$ cat src/rtl/fifo_rd_pkg.sv
// Shared types and defaults for the FIFO packet reader.
// Latency: n/a (declarations only).
// Backpressure: n/a.
package fifo_rd_pkg;

    // Default FIFO word / stream width and header length-field width
    localparam int DEF_DATA_W  = 32;
    localparam int DEF_LEN_W   = 8;

    // Length field sits in the low bits of the header word; upper bits are don't-care
    localparam int HDR_LEN_LSB = 0;

    typedef enum logic [1:0] {
        S_HDR   = 2'd0,
        S_HWAIT = 2'd1,
        S_PAY   = 2'd2
    } rd_state_t;

    // Buffer entry layout at the default width; the reader packs the same
    // {sop, eop, data} order at whatever DATA_W it is built with.
    typedef struct packed {
        logic                  sop;
        logic                  eop;
        logic [DEF_DATA_W-1:0] data;
    } buf_ent_t;

endpackage

$ cat src/rtl/pkt_skid_buf.sv
// Two-entry output buffer feeding a valid/ready stream; exposes occupancy for read credit.
// Latency: a word written at edge E is presented on o_dat/o_vld right after E.
// Backpressure: holds up to 2 entries while i_rdy=0; writes to a full buffer without a pop are dropped.
module pkt_skid_buf #(
    parameter int W = 34
) (
    input  logic         clk,
    input  logic         rst,
    input  logic         i_wr_vld,
    input  logic [W-1:0] i_wr_dat,
    output logic         o_vld,
    input  logic         i_rdy,
    output logic [W-1:0] o_dat,
    output logic [1:0]   o_occ
);

    logic [W-1:0] r_mem [2];
    logic         r_wr_ptr;
    logic         r_rd_ptr;
    logic [1:0]   r_occ;

    logic         w_push;
    logic         w_pop;

    assign w_pop  = o_vld & i_rdy;
    assign w_push = i_wr_vld & ((r_occ != 2'd2) | w_pop);

    // Ring of two entries: write at r_wr_ptr, present r_rd_ptr, track fill level
    always_ff @(posedge clk or posedge rst) begin
        if (rst) begin
            for (int i = 0; i < 2; i++) begin
                r_mem[i] <= '0;
            end
            r_wr_ptr <= 1'b0;
            r_rd_ptr <= 1'b0;
            r_occ    <= 2'd0;
        end else begin
            if (w_push) begin
                r_mem[r_wr_ptr] <= i_wr_dat;
                r_wr_ptr        <= ~r_wr_ptr;
            end
            if (w_pop) begin
                r_rd_ptr <= ~r_rd_ptr;
            end
            r_occ <= r_occ + {1'b0, w_push} - {1'b0, w_pop};
        end
    end

    assign o_vld = (r_occ != 2'd0);
    assign o_dat = r_mem[r_rd_ptr];
    assign o_occ = r_occ;

endmodule

$ cat src/rtl/fifo_pkt_reader.sv
// Drains length-prefixed packets from a FIFO read port into a sop/eop valid/ready stream.
// Latency: header read at edge 0, decode at edge 1, first payload read at 2, m_valid from edge 3.
// Backpressure: payload reads only while buffered + in-flight words (net of this cycle's pop) < 2.
module fifo_pkt_reader
    import fifo_rd_pkg::*;
#(
    parameter int DATA_W = DEF_DATA_W,
    parameter int LEN_W  = DEF_LEN_W
) (
    input  logic              clk,
    input  logic              rst,
    output logic              fifo_rd_en,
    input  logic [DATA_W-1:0] fifo_data,
    input  logic              fifo_empty,
    output logic              m_valid,
    input  logic              m_ready,
    output logic [DATA_W-1:0] m_data,
    output logic              m_sop,
    output logic              m_eop,
    output logic [LEN_W-1:0]  m_len,
    output logic              err_len,
    output logic [15:0]       pkt_cnt
);

    localparam int               ENT_W   = DATA_W + 2;
    localparam logic [LEN_W-1:0] LEN_ONE = LEN_W'(1);

    rd_state_t         r_state;
    logic [LEN_W-1:0]  r_rd_left;
    logic [LEN_W-1:0]  r_len;
    logic              r_first;
    logic              r_pay_if;
    logic              r_if_sop;
    logic              r_if_eop;
    logic              r_err;
    logic [15:0]       r_pkt_cnt;

    logic [1:0]        w_occ;
    logic              w_pop;
    logic [2:0]        w_used;
    logic              w_credit;
    logic              w_rd;
    logic [LEN_W-1:0]  w_hdr_len;
    logic [ENT_W-1:0]  w_wr_ent;
    logic [ENT_W-1:0]  w_hd_ent;

    assign w_hdr_len = fifo_data[HDR_LEN_LSB +: LEN_W];
    assign w_pop     = m_valid & m_ready;

    // A beat leaving this cycle frees its slot in time for the word a read now would return,
    // which is what sustains one beat per cycle with only two entries.
    assign w_used    = {1'b0, w_occ} - {2'b00, w_pop} + {2'b00, r_pay_if};
    assign w_credit  = (w_used < 3'd2);

    // Read strobe from state, FIFO flag and buffer credit; header reads need no credit
    always_comb begin
        w_rd = 1'b0;
        case (r_state)
            S_HDR:   w_rd = ~fifo_empty;
            S_PAY:   w_rd = ~fifo_empty & w_credit;
            default: w_rd = 1'b0;
        endcase
    end

    assign fifo_rd_en = w_rd & ~rst;

    // Packet FSM: header fetch, header decode, payload fetch with sop/eop tagging
    always_ff @(posedge clk or posedge rst) begin
        if (rst) begin
            r_state   <= S_HDR;
            r_rd_left <= '0;
            r_len     <= '0;
            r_first   <= 1'b0;
            r_pay_if  <= 1'b0;
            r_if_sop  <= 1'b0;
            r_if_eop  <= 1'b0;
            r_err     <= 1'b0;
        end else begin
            r_err    <= 1'b0;
            r_pay_if <= 1'b0;
            case (r_state)
                S_HDR: begin
                    if (w_rd) begin
                        r_state <= S_HWAIT;
                    end
                end
                S_HWAIT: begin
                    if (w_hdr_len == '0) begin
                        r_err   <= 1'b1;
                        r_state <= S_HDR;
                    end else begin
                        r_len     <= w_hdr_len;
                        r_rd_left <= w_hdr_len;
                        r_first   <= 1'b1;
                        r_state   <= S_PAY;
                    end
                end
                S_PAY: begin
                    if (w_rd) begin
                        r_pay_if  <= 1'b1;
                        r_if_sop  <= r_first;
                        r_if_eop  <= (r_rd_left == LEN_ONE);
                        r_first   <= 1'b0;
                        r_rd_left <= r_rd_left - LEN_ONE;
                        if (r_rd_left == LEN_ONE) begin
                            r_state <= S_HDR;
                        end
                    end
                end
                default: r_state <= S_HDR;
            endcase
        end
    end

    // Count packets as their eop beat is accepted downstream
    always_ff @(posedge clk or posedge rst) begin
        if (rst) begin
            r_pkt_cnt <= 16'd0;
        end else if (w_pop & m_eop) begin
            r_pkt_cnt <= r_pkt_cnt + 16'd1;
        end
    end

    assign w_wr_ent = {r_if_sop, r_if_eop, fifo_data};

    pkt_skid_buf #(
        .W (ENT_W)
    ) u_buf (
        .clk      (clk),
        .rst      (rst),
        .i_wr_vld (r_pay_if),
        .i_wr_dat (w_wr_ent),
        .o_vld    (m_valid),
        .i_rdy    (m_ready),
        .o_dat    (w_hd_ent),
        .o_occ    (w_occ)
    );

    assign m_sop   = w_hd_ent[ENT_W-1];
    assign m_eop   = w_hd_ent[ENT_W-2];
    assign m_data  = w_hd_ent[DATA_W-1:0];
    assign m_len   = r_len;
    assign err_len = r_err;
    assign pkt_cnt = r_pkt_cnt;

endmodule

$ cat config.mk
export PLATFORM = sky130hd
export DESIGN_NAME = fifo_pkt_reader
export DESIGN_NICKNAME = d
export VERILOG_FILES = /design/src/rtl/fifo_rd_pkg.sv /design/src/rtl/pkt_skid_buf.sv /design/src/rtl/fifo_pkt_reader.sv
export SDC_FILE = /design/constraint.sdc
export NUM_CORES = 1
export LEC_CHECK = 0
export ABC_AREA = 1
export CORE_ASPECT_RATIO = 1.75
export CORE_MARGIN = 2
export CORE_UTILIZATION = 57
export DETAILED_ROUTE_END_ITERATION = 10
export GPL_TIMING_DRIVEN = 0
export HOLD_SLACK_MARGIN = 0.1
export PLACE_DENSITY = 0.93
export SLEW_MARGIN = 10
export SYNTH_ARGS = -nofsm -noshare
export SYNTH_HDL_FRONTEND = slang
export SYNTH_SLANG_ARGS = --single-unit
$ cat constraint.sdc
create_clock -name clk -period 5.1 [get_ports clk]
set_clock_uncertainty 0.15 [all_clocks]
set_input_delay 0.51 -clock clk [delete_from_list [all_inputs] [get_ports clk]]
set_output_delay 0.51 -clock clk [all_outputs]
set_load 0.1 [all_outputs]
---- Word-level counts from Yosys, hierarchy flattened ----
Index checks and enable logic that the tools add are counted.
storage, ports and cells
  register bits ........................... 111
  input port bits ......................... 36
  word-level logic and storage cells ...... 76
cells by class
  bitwise operators ....................... 13
  $add $sub $neg .......................... 6
  reductions and logical operators ........ 9
  multiplexer cells ....................... 22
  equal/unequal tests ..................... 8
  magnitude comparators ................... 4
operators by type and width
  cell                   count
  $mux 34                4
  $bwmux 68              1
  $demux 34 s1           1
  $add 16x1->16 const B  1
  $mux 8                 2
  $pmux 8 s2             1
  $ne 2x2->1 const B     5
  $eq 8x1->1 const B     1
  $logic_not 8->1        1
  $mux 2                 4
  $sub 8x1->8 const B    1
  $mux 1                 6
  $pmux 2 s3             1
  $reduce_and 3->1       2
  $and 1x1->1            5
  $not 1->1              5
  $ge 2x2->1 const B     2
  $not 1->2              2
  $pmux 1 s2             2
  $reduce_and 2->1       2
  $reduce_bool 2->1      2
  $add 3x1->3            1
  $lt 3x2->1 const B     1
  $sub 2x1->3            1
  other kinds (8)        8

---- Logic depth before layout (Yosys ltp) ----
Gate-level depths: netlist of the first run.
  depth after elaboration ................. 9
  depth in mapped cells ................... 13
  depth with buffers taken out ............ 13

---- Modules after synthesis ----
Synthesis of the first run repeated with hierarchy kept, for this count alone.
second synthesis, totals
  cells, all modules ...................... 694
  area total of the unflattened synthesis .. 5569.1 um^2
modules (own cells, without submodules)
  module           cells each  instances  area an instance (um^2)
  pkt_skid_buf     437         1          3483.3
  fifo_pkt_reader  257         1          2085.8

---- Worst setup path after synthesis of the first run ----
No wires, ideal clock.
  path kind ............................... reg-to-output
  start point ............................. reg u_buf.r_occ[1], in the netlist u_buf.o_occ[1]
  end point ............................... out fifo_rd_en
  setup slack ............................. 1434 ps
  arrival ................................. 3006 ps
  stages on the path, launching flop included .. 11
  data required time ...................... 4440 ps
  cells stage by stage .................... dfrtp_1 inv_1 a21oi_4 ha_1 inv_1 nand2_1 fa_1 nand3_1 nand2_1 nand2_1 nor2_1
between the ends
  cells in the longest elaborated chain, start to end .. 8
ends and longest elaborated chain
  item                    line                   text
  from (decl)             pkt_skid_buf.sv:20     logic [1:0] r_occ;
  from (signal assigned)  pkt_skid_buf.sv:45     r_occ <= r_occ + {1'b0, w_push} - {1'b0, w_pop};
  $reduce_bool 2->1       pkt_skid_buf.sv:49     assign o_vld = (r_occ != 2'd0);
  $and 1x1->1             n/a
  net u_buf.w_pop         pkt_skid_buf.sv:23     logic w_pop;
  $sub 2x1->3             fifo_pkt_reader.sv:52  assign w_used = {1'b0, w_occ} - {2'b00, w_pop} + {2'b00, r_pay_if};
  $add 3x1->3             fifo_pkt_reader.sv:52
  $lt 3x2->1              fifo_pkt_reader.sv:53  assign w_credit = (w_used < 3'd2);
  $and 1x1->1             fifo_pkt_reader.sv:60  S_PAY: w_rd = ~fifo_empty & w_credit;
  $pmux 1 s2              fifo_pkt_reader.sv:58  case (r_state)
  $and 1x1->1             fifo_pkt_reader.sv:65  assign fifo_rd_en = w_rd & ~rst;
  to (decl)               fifo_pkt_reader.sv:12  output logic fifo_rd_en,
The timed path passes the listed nets, and every way through them passes these cells.

---- Worst setup path in the final report of the first run ----
  start point ............................. in m_ready
  end point ............................... out fifo_rd_en
between the ends
  cells in the longest elaborated chain, start to end .. 7
ends and longest elaborated chain
  item             line                   text
  from (decl)      fifo_pkt_reader.sv:16  input logic m_ready,
  $and 1x1->1      n/a
  net u_buf.w_pop  pkt_skid_buf.sv:23
  $sub 2x1->3      fifo_pkt_reader.sv:52
  $add 3x1->3      fifo_pkt_reader.sv:52
  $lt 3x2->1       fifo_pkt_reader.sv:53
  $and 1x1->1      fifo_pkt_reader.sv:60
  $pmux 1 s2       fifo_pkt_reader.sv:58
  $and 1x1->1      fifo_pkt_reader.sv:65
The timed path passes the listed nets, and every way through them passes these cells.

==> results.ini, run 1 <==
[timing]
fin_ws_ns=0.778
rsz0062_at_grt=no
tightestPinTransition_ns=1.01
fmax_ghz=0.231
maxSlewHeadroom_pct=32.7
report.final.slew_viol_count=0
period_minus_slack_ns=4.32
fin_setup_tns_ns=0
fin_crit_sh_pct=84.8
setup_viol=0
hold_viol_final=0

[global_routing]
grt_pass1_vias=5080
grt_util_all_layers_pct=29.1
grt_pass1_wl_mm=23.6
gr-total-overflow=0
antenna_found_initial=0
grt_max_degree=88

[placed_design]
globalplace.congestion=0.881
place.detailed.hpwl_mm=10.1
pre_cts_slack_ns=0.751
io_buffer_count=96
dp_cells=894

[final_layout]
multi_input_area_um2=2110
final_cell_mix=280 x nand2_1, 111 x dfrtp_1, 96 x clkdlybuf4s50_1
final_util_pct=74.3
diodes=0
final_common_cell=nand2_1
nets=828
area_delta_synth_final_pct=26.8
seqCellArea_um2=2780
layout-drive-gt1-share_pct=6.58
stdcell_count=910
final.fill_count=658

[synth]
ys_warn_count=0
synth_area_um2=5330
synth-seq-cells=111
seq_area_frac_synth_pct=52.1
syn_inst=677
synth.distinct_cells=29
avgSynthCellArea_um2=7.87
syn-num-nets=720

[drt]
via_count=4897
postRouteAntennaNets=0
post-route-drc-count=0
wl_per_cell_um=15.5
routed_wl_mm=14.1
drtIter0Drc=315
first_pass_iters=4
avgViaCountPerCell=5.38

[worst_setup_path]
crit_family=buffers and inverters
end_kind=primary output
crit_start=m_ready
crit_arrival_ns=3.66
r2r-end=r_rd_left[1]
critPathLaunchType=input pin
path_cells=clkdlybuf4s50_1 -> inv_2 -> a21oi_4 -> ha_1 -> inv_1 -> nand2_1 -> fa_1 -> nand3_1 -> nand2_1 -> nand2_1 -> nor2_1 -> clkdlybuf4s50_1
crit_type=in -> out
worst-endpoint-required_ns=4.44
slowest_stage=clkdlybuf4s50_1
cp_num_buf_inv=4
slowest_delay_ns=1.14
crit_fanout=3
cpMostUsedCell=nand2_1
r2r_start=u_buf.o_occ[1]
reg2regPathDepth=12
reg2reg_slack_ns=2.45

[clock_tree]
postCtsHoldBufs=0
post_cts_resized=0
cts_setup_buffers=0
cts.htree.levels=3
clock_tree.root_cell=clkbuf_16
cts.clk_slew.worst_paths_ns=0.07
cts_buffers=9
clk_latency_ns=0.35
clockBufferDepth=2
cts_sinks=111
cts_tree=built

[outcome]
outcome=completed

[run]
drv_cap=0

[floorplan]
die-height_um=132
io_pins=97
placementRows=46
start_util_pct=58.6
coreArea_um2=9090
dieArea_um2=10200
fp.dieW_um=77.1

[hold_path]
hold_start=u_buf.r_mem[64]
min_path_type=reg -> reg
holdPathEnd=u_buf.r_mem[64]
hold_depth=2

==> cell families after synthesis <==
kind of cell,share of synthesized area [%]
adder cells (fa/ha/maj),1.78
buffers and inverters,8.26
AO/OA/AOI/OAI,9.91
AND/OR/NAND/NOR,25.6
XOR/XNOR,2.30
flip-flops,52.1
==> synthesized netlist by cell type <==
library cell  number  area [µm²]
buf_4              3        22.5
nand2_1          280        1050
nor2_1            35         131
fa_1               1        20.0
xor2_1            13         114
o21ai_1           14        70.1
nand2_2            3        18.8
buf_6              5        56.3
ha_1               6        75.1
or2_1              1        6.26
a21oi_4            1        16.3
o21ai_0           78         390
inv_1             69         259
o21ai_2            5        43.8
nand4_1            2        12.5
clkbuf_1          10        37.5
nand3b_4           1        20.0
nand3_2            1        10.0
clkbuf_2           2        10.0
and2_1             1        6.26
dfrtp_1          111        2780
nor3_1             1        5.00
inv_2              4        15.0
buf_2              8        40.0
nor2_2             2        12.5
nand3_1           17        85.1
nor4_1             1        6.26
xnor2_1            1        8.76
o211ai_1           1        7.51
==> registers in the layout, summed over array words and instances, names as in the netlist <==
register and flops:
err_len 1, u_buf.r_rd_ptr 1, r_rd_left 8, r_pay_if 1
r_first 1, u_buf.r_wr_ptr 1, u_buf.o_occ 2, r_if_sop 1
m_len 8, r_if_eop 1, pkt_cnt 16, r_state 2
u_buf.r_mem 68
==> worst max path at each step <==
| stage | cells after the start | slack, ns | end |
|---|---|---|---|
| finish | 12 | 0.78 | fifo_rd_en |
| global route | 12 | 0.64 | fifo_rd_en |
| CTS | 12 | 0.73 | fifo_rd_en |
| detailed placement | 13 | 0.75 | fifo_rd_en |
| global placement | 2 | 0.12 | u_buf.r_mem[20] |
| floorplan | 10 | 1.43 | fifo_rd_en |
==> layer usage <==
layer / up-vias / part of all wire (%) / global-route usage [%]
met5: - / 0 / 0
met4: 0 / 3.1 / 13.7
met3: 37 / 4.9 / 5.07
met2: 184 / 56 / 53.5
met1: 2373 / 36 / 31.9
li1: 2303 / - / -
==> through the flow <==
stage | cell area [µm²] | hold slack, ns
final | 6760 | 0.340
after global routing | 6760 | 0.368
after CTS | 6760 | 0.336
after detailed placement | 6470 | 0.319
after global placement | 6440 | 0.314
after floorplan | 5330 | 0.303
==> cell type report <==
| class | count | area share, % |
|---|---|---|
| clock buffer | 11 | 3.59 |
| sequential | 111 | 41.1 |
| buffer | 28 | 2.46 |
| inverter | 73 | 4.13 |
| timing repair buffer | 97 | 14.6 |
| multi-input combinational | 465 | 31.2 |
| tap | 120 | 2.22 |
| clock inverter | 5 | 0.611 |
==> worst register-to-register path, stage by stage (launching register included) <==
cell      delay [ns]
dfrtp_1         0.44
inv_1           0.15
a21oi_4         0.20
ha_1            0.25
inv_1           0.07
nand2_1         0.07
fa_1            0.55
nand2_1         0.07
nand3b_4        0.19
nand2_2         0.15
buf_6           0.15
nand2_1         0.05
o21ai_0         0.07
Power of run 1 is left out: the tool's default activity adds up to more than one toggle a clock period on the data nets, which glitch-free logic cannot reach.
==> run 2, diff against run 1 <==
--- a/config.mk
+++ b/config.mk
@@ -8,11 +8,11 @@
 export ABC_AREA = 1
 export CORE_ASPECT_RATIO = 1.75
 export CORE_MARGIN = 2
-export CORE_UTILIZATION = 57
+export CORE_UTILIZATION = 48
 export DETAILED_ROUTE_END_ITERATION = 10
 export GPL_TIMING_DRIVEN = 0
 export HOLD_SLACK_MARGIN = 0.1
-export PLACE_DENSITY = 0.93
+export PLACE_DENSITY = 0.84
 export SLEW_MARGIN = 10
 export SYNTH_ARGS = -nofsm -noshare
 export SYNTH_HDL_FRONTEND = slang
==> constraint.sdc (replaced) <==
create_clock -name clk -period 3.6 [get_ports clk]
set_clock_uncertainty 0.15 [all_clocks]
set_input_delay 0.36 -clock clk [delete_from_list [all_inputs] [get_ports clk]]
set_output_delay 0.36 -clock clk [all_outputs]
set_load 0.1 [all_outputs]
==> results.ini, run 2 (synthesis gave the netlist of run 1 again) <==
[drt]
routed_wl_mm=12.9  ; was 14.1 mm
via_count=4679  ; was 4897
drtIter0Drc=300  ; was 315
wl_per_cell_um=14.0  ; was 15.5 µm
post-route-drc-count=0  ; unchanged
postRouteAntennaNets=0  ; unchanged
avgViaCountPerCell=5.09  ; was 5.38
first_pass_iters=4  ; unchanged

[clock_tree]
clockBufferDepth=2  ; unchanged
cts.htree.levels=3  ; unchanged
postCtsHoldBufs=0  ; unchanged
cts_sinks=111  ; unchanged
cts_buffers=9  ; unchanged
cts.clk_slew.worst_paths_ns=0.07  ; about the same
clock_tree.root_cell=clkbuf_16  ; unchanged
cts_tree=built  ; unchanged
clk_latency_ns=0.35  ; about the same

[final_layout]
diodes=0  ; unchanged
final_common_cell=nand2_1  ; unchanged
multi_input_area_um2=2110  ; unchanged
area_delta_synth_final_pct=26.8  ; about the same
nets=828  ; unchanged
layout-drive-gt1-share_pct=6.59  ; was 6.58%
final.fill_count=912  ; was 658
largest_register=u_buf.r_mem  ; unchanged
seqCellArea_um2=2780  ; unchanged
largest_register_ffs=68  ; unchanged
design_area_um2=6760  ; about the same
final_cell_mix=280 x nand2_1, 111 x dfrtp_1, 95 x clkdlybuf4s50_1  ; was 280 x nand2_1, 111 x dfrtp_1, 96 x clkdlybuf4s50_1

[timing]
fmax_ghz=0.292
period_minus_slack_ns=3.42
tightestPinTransition_ns=1.01  ; about the same
hold_viol_final=0  ; unchanged
fin_crit_sh_pct=95.1
maxSlewHeadroom_pct=32.2  ; was 32.7%
report.final.slew_viol_count=0  ; unchanged
rsz0062_at_grt=no  ; unchanged
setup_viol=0  ; unchanged

[worst_setup_path]
cpMostUsedCell=nand2_1  ; unchanged
crit_fanout=5  ; was 3
slowest_stage=fa_1  ; was clkdlybuf4s50_1
reg2regPathDepth=12  ; unchanged
crit_type=reg -> out  ; was in -> out
crit_arrival_ns=2.91  ; was 3.66 ns
reg2reg_slack_ns=0.98  ; was 2.45 ns
slowest_delay_ns=0.54  ; was 1.14 ns
r2r_start=u_buf.o_occ[1]  ; unchanged
r2r-end=r_rd_left[0]  ; was r_rd_left[1]
end_kind=primary output  ; unchanged
path_cells=inv_1 -> a21oi_4 -> ha_1 -> inv_1 -> nand2_1 -> fa_1 -> nand3_1 -> nand2_1 -> nand2_1 -> nor2_1 -> clkdlybuf4s18_2  ; was clkdlybuf4s50_1 -> inv_2 -> a21oi_4 -> ha_1 -> inv_1 -> nand2_1 -> fa_1 -> nand3_1 -> nand2_1 -> nand2_1 -> nor2_1 -> clkdlybuf4s50_1
worst-endpoint-required_ns=3.09  ; was 4.44 ns
critPathLaunchType=register  ; was input pin

[placed_design]
placed_area_um2=6480  ; was 6470 µm²
globalplace.congestion=0.895  ; was 0.881
io_buffer_count=96  ; unchanged
place.detailed.hpwl_mm=9.06  ; was 10.1 mm

[floorplan]
fp.dieW_um=83.7  ; was 77.1 µm
start_util_pct=49.5  ; was 58.6%
dieArea_um2=12000  ; was 10200 µm²
die-height_um=143  ; was 132 µm
io_pins=97  ; unchanged
coreArea_um2=10800  ; was 9090 µm²
placementRows=50  ; was 46

[run]
drv_cap=0  ; unchanged

[global_routing]
grt_pass1_vias=4739  ; was 5080
grt_util_all_layers_pct=22.0  ; was 29.1%
gr-total-overflow=0  ; unchanged
antenna_found_initial=0  ; unchanged
grt_pass1_wl_mm=21.4  ; was 23.6 mm
grt_max_degree=63  ; was 88

[outcome]
outcome=completed  ; unchanged

[hold_path]
min_path_type=in -> async  ; was reg -> reg

run 2: changes by cell type in the layout (fill, tap and decap cells not counted), sizes merged:
cell / delta
clkinv: -2
clkbuf: -1
clkdlybuf4s18: +1
clkdlybuf4s50: -1
clkinvlp: +1
inv: +1
run 2: metal layers:
metal,global-route usage [%],vias up,routed length [µm]
li1,-,2299,-
met1,24.9,2187,4870
met4,10.8,0,433
met2,40.7,157,7080
met3,2.70,36,509
met5,0,-,0
run 2: stage by stage:
stage / instances / utilization [%] / setup WS, ns / hold slack, ns / setup TNS [ns]
detailed placement: 904 / 60.3 / -0.374 / 0.319 / -0.374
floorplan: 677 / - / 0.0845 / 0.303 / 0
finish: 919 / 62.8 / 0.177 / 0.291 / 0
global placement: 903 / 60.0 / -1.42 / 0.316 / -157.12
CTS: 919 / 62.8 / 0.123 / 0.314 / 0
global route: 919 / 62.8 / 0.0141 / 0.349 / 0
run 2: layout make-up:
type | instances | share of cell area [%]
Buffer | 28 | 2.46
Clock buffer | 10 | 3.39
Clock inverter | 5 | 0.611
Inverter | 73 | 4.13
Multi-Input combinational cell | 465 | 31.2
Sequential cell | 111 | 41.1
Tap cell | 130 | 2.41
Timing Repair Buffer | 97 | 14.6
run 2: how the worst max path moves through the flow:
stage	startpoint	end	cells after the start
CTS	u_buf.o_occ[1]	fifo_rd_en	11
floorplan	u_buf.o_occ[1]	fifo_rd_en	10
finish	u_buf.o_occ[1]	fifo_rd_en	11
global route	u_buf.o_occ[1]	fifo_rd_en	12
global placement	rst	u_buf.r_mem[41]	2
detailed placement	m_ready	fifo_rd_en	13
run 2: critical path: cells and delay by family (launching register included):
family          cells  cell delay (ns)
buf+inv             3             0.75
simple gates        5             0.39
flops               1             0.42
fa+ha+maj           2             0.79
compound gates      1             0.20
run 2: what timing repair did:
action	in CTS	in global routing
resized for setup	3	1
setup endpoints to repair	1	1
endpoints found under the hold margin	0	0
setup buffers	0	0
Power of run 2 is left out for the same reason.
==> run 3, diff against run 2 <==
--- a/config.mk
+++ b/config.mk
@@ -12,7 +12,7 @@
 export DETAILED_ROUTE_END_ITERATION = 10
 export GPL_TIMING_DRIVEN = 0
 export HOLD_SLACK_MARGIN = 0.1
-export PLACE_DENSITY = 0.84
+export PLACE_DENSITY = 0.77
 export SLEW_MARGIN = 10
 export SYNTH_ARGS = -nofsm -noshare
 export SYNTH_HDL_FRONTEND = slang
==> results.ini, run 3 (synthesis gave the netlist of run 1 again) <==
[outcome]
outcome=completed  ; unchanged

[final_layout]
area_delta_synth_final_pct=27.1  ; was 26.8%
largest_register=u_buf.r_mem  ; unchanged
largest_register_ffs=68  ; unchanged
design_area_um2=6780  ; was 6760 µm²
layout-drive-gt1-share_pct=6.84  ; was 6.59%
final_cell_mix=280 x nand2_1, 111 x dfrtp_1, 95 x clkdlybuf4s50_1  ; unchanged
final.fill_count=932  ; was 912
stdcell_count=920  ; was 919
nets=828  ; unchanged
final_common_cell=nand2_1  ; unchanged
diodes=0  ; unchanged

[run]
drv_cap=0  ; unchanged

[drt]
first_pass_iters=4  ; unchanged
post-route-drc-count=0  ; unchanged
postRouteAntennaNets=0  ; unchanged
avgViaCountPerCell=5.17  ; was 5.09
wl_per_cell_um=14.3  ; was 14.0 µm
via_count=4754  ; was 4679
drtIter0Drc=291  ; was 300
routed_wl_mm=13.1  ; was 12.9 mm

[floorplan]
dieArea_um2=12000  ; unchanged
placementRows=50  ; unchanged
fp.dieW_um=83.7  ; unchanged
die-height_um=143  ; unchanged
coreArea_um2=10800  ; unchanged
start_util_pct=49.5  ; unchanged
io_pins=97  ; unchanged

[worst_setup_path]
crit_arrival_ns=2.87  ; was 2.91 ns
r2r_start=u_buf.o_occ[1]  ; unchanged
crit_type=reg -> out  ; unchanged
cp_num_buf_inv=3  ; unchanged
crit_family=adder cells  ; unchanged
cpMostUsedCell=nand2_1  ; unchanged
end_kind=primary output  ; unchanged
reg2regPathDepth=12  ; unchanged
r2r-end=r_rd_left[0]  ; unchanged
slowest_delay_ns=0.55  ; was 0.54 ns
critPathLaunchType=register  ; unchanged
path_cells=inv_1 -> a21oi_4 -> ha_1 -> inv_1 -> nand2_1 -> fa_1 -> nand3_1 -> nand2_1 -> nand2_1 -> nor2_1 -> buf_2  ; was inv_1 -> a21oi_4 -> ha_1 -> inv_1 -> nand2_1 -> fa_1 -> nand3_1 -> nand2_1 -> nand2_1 -> nor2_1 -> clkdlybuf4s18_2
crit_end=fifo_rd_en  ; unchanged
crit_start=u_buf.o_occ[1]  ; unchanged
reg2reg_slack_ns=0.88  ; was 0.98 ns
worst-endpoint-required_ns=3.09  ; about the same
worst-path-stages=11  ; unchanged
slowest_stage=fa_1  ; unchanged
crit_fanout=5  ; unchanged

[clock_tree]
postCtsHoldBufs=0  ; unchanged
cts_setup_buffers=0  ; unchanged
cts.clk_slew.worst_paths_ns=0.08  ; was 0.07 ns
cts.htree.levels=3  ; unchanged
cts_buffers=9  ; unchanged
clock_tree.root_cell=clkbuf_16  ; unchanged
clockBufferDepth=2  ; unchanged
cts_tree=built  ; unchanged
cts_sinks=111  ; unchanged
clk_latency_ns=0.35  ; about the same

[timing]
tightestPinTransition_ns=0.992  ; was 1.01 ns
fmax_ghz=0.296  ; was 0.292 GHz
report.final.slew_viol_count=0  ; unchanged
fin_setup_tns_ns=0  ; unchanged
rsz0062_at_grt=no  ; unchanged
fin_ws_ns=0.222  ; was 0.177 ns
maxSlewHeadroom_pct=33.7  ; was 32.2%
hold_viol_final=0  ; unchanged
fin_crit_sh_pct=93.8  ; was 95.1%
period_minus_slack_ns=3.38  ; was 3.42 ns
setup_viol=0  ; unchanged

[global_routing]
grt_pass1_wl_mm=21.8  ; was 21.4 mm
gr-total-overflow=0  ; unchanged
grt_util_all_layers_pct=22.4  ; was 22.0%
grt_max_degree=76  ; was 63
grt_pass1_vias=4636  ; was 4739
antenna_found_initial=0  ; unchanged

[placed_design]
io_buffer_count=96  ; unchanged
placed_area_um2=6480  ; unchanged
place.detailed.hpwl_mm=9.60  ; was 9.06 mm
pre_cts_slack_ns=-0.404  ; was -0.374 ns
dp_cells=904  ; unchanged
globalplace.congestion=0.888  ; was 0.895

[hold_path]
min_path_type=in -> async  ; unchanged

==> run 3: cell count changes in the layout (fill, tap and decap cells not counted) <==
cell and delta:
buf_2 +1, clkbuf_1 -1, clkdlybuf4s18_2 -1, clkinv_2 +1
clkinv_8 +1, clkinvlp_4 -2, inv_8 +2
==> run 3: worst min-delay path by stage <==
stage                    startpoint               to
detailed placement  u_buf.r_mem[63]  u_buf.r_mem[63]
global placement    u_buf.r_mem[65]  u_buf.r_mem[65]
finish                          rst     r_rd_left[1]
floorplan           u_buf.r_mem[32]  u_buf.r_mem[32]
CTS                             rst   u_buf.o_occ[1]
global route                    rst   u_buf.o_occ[1]
==> run 3: stage by stage <==
stage          hold slack (ns)  util (%)
6_report                 0.269      63.0
4_1_cts                  0.260      63.0
3_3_place_gp             0.314      60.0
3_5_place_dp             0.319      60.3
5_1_grt                  0.299      63.0
2_1_floorplan            0.303         -
==> run 3: final cells by class <==
class	count	area [µm²]	area share [%]
Clock buffer	9	225	3.32
Buffer	28	166	2.46
Inverter	73	279	4.12
Clock inverter	7	70.1	1.03
Tap cell	130	163	2.40
Multi-Input combinational cell	465	2110	31.2
Timing Repair Buffer	97	983	14.5
Sequential cell	111	2780	41.0
==> run 3: worst reg2reg max path, cell delays in order, from the launching register on <==
cell and delay, ns:
dfrtp_1 0.45, inv_1 0.17, a21oi_4 0.20, ha_1 0.26, inv_1 0.08, nand2_1 0.07
fa_1 0.55, nand2_1 0.07, nand3b_4 0.20, nand2_2 0.15, buf_6 0.15, nand2_1 0.05
o21ai_0 0.08
==> run 3: what timing repair did <==
item | 4_1_cts | 5_1_grt
setup endpoints to repair | 1 | 1
gates resized for setup | 3 | 2
pin swaps | 0 | 0
==> run 3: per-layer routing <==
| layer | routed length [µm] | GRT usage, % | vias to the layer above |
|---|---|---|---|
| li1 | - | - | 2304 |
| met1 | 5150 | 25.8 | 2288 |
| met2 | 7070 | 41.0 | 131 |
| met3 | 484 | 3.45 | 31 |
| met4 | 423 | 9.93 | 0 |
| met5 | 0 | 0 | - |
Power of run 3 is left out for the same reason.
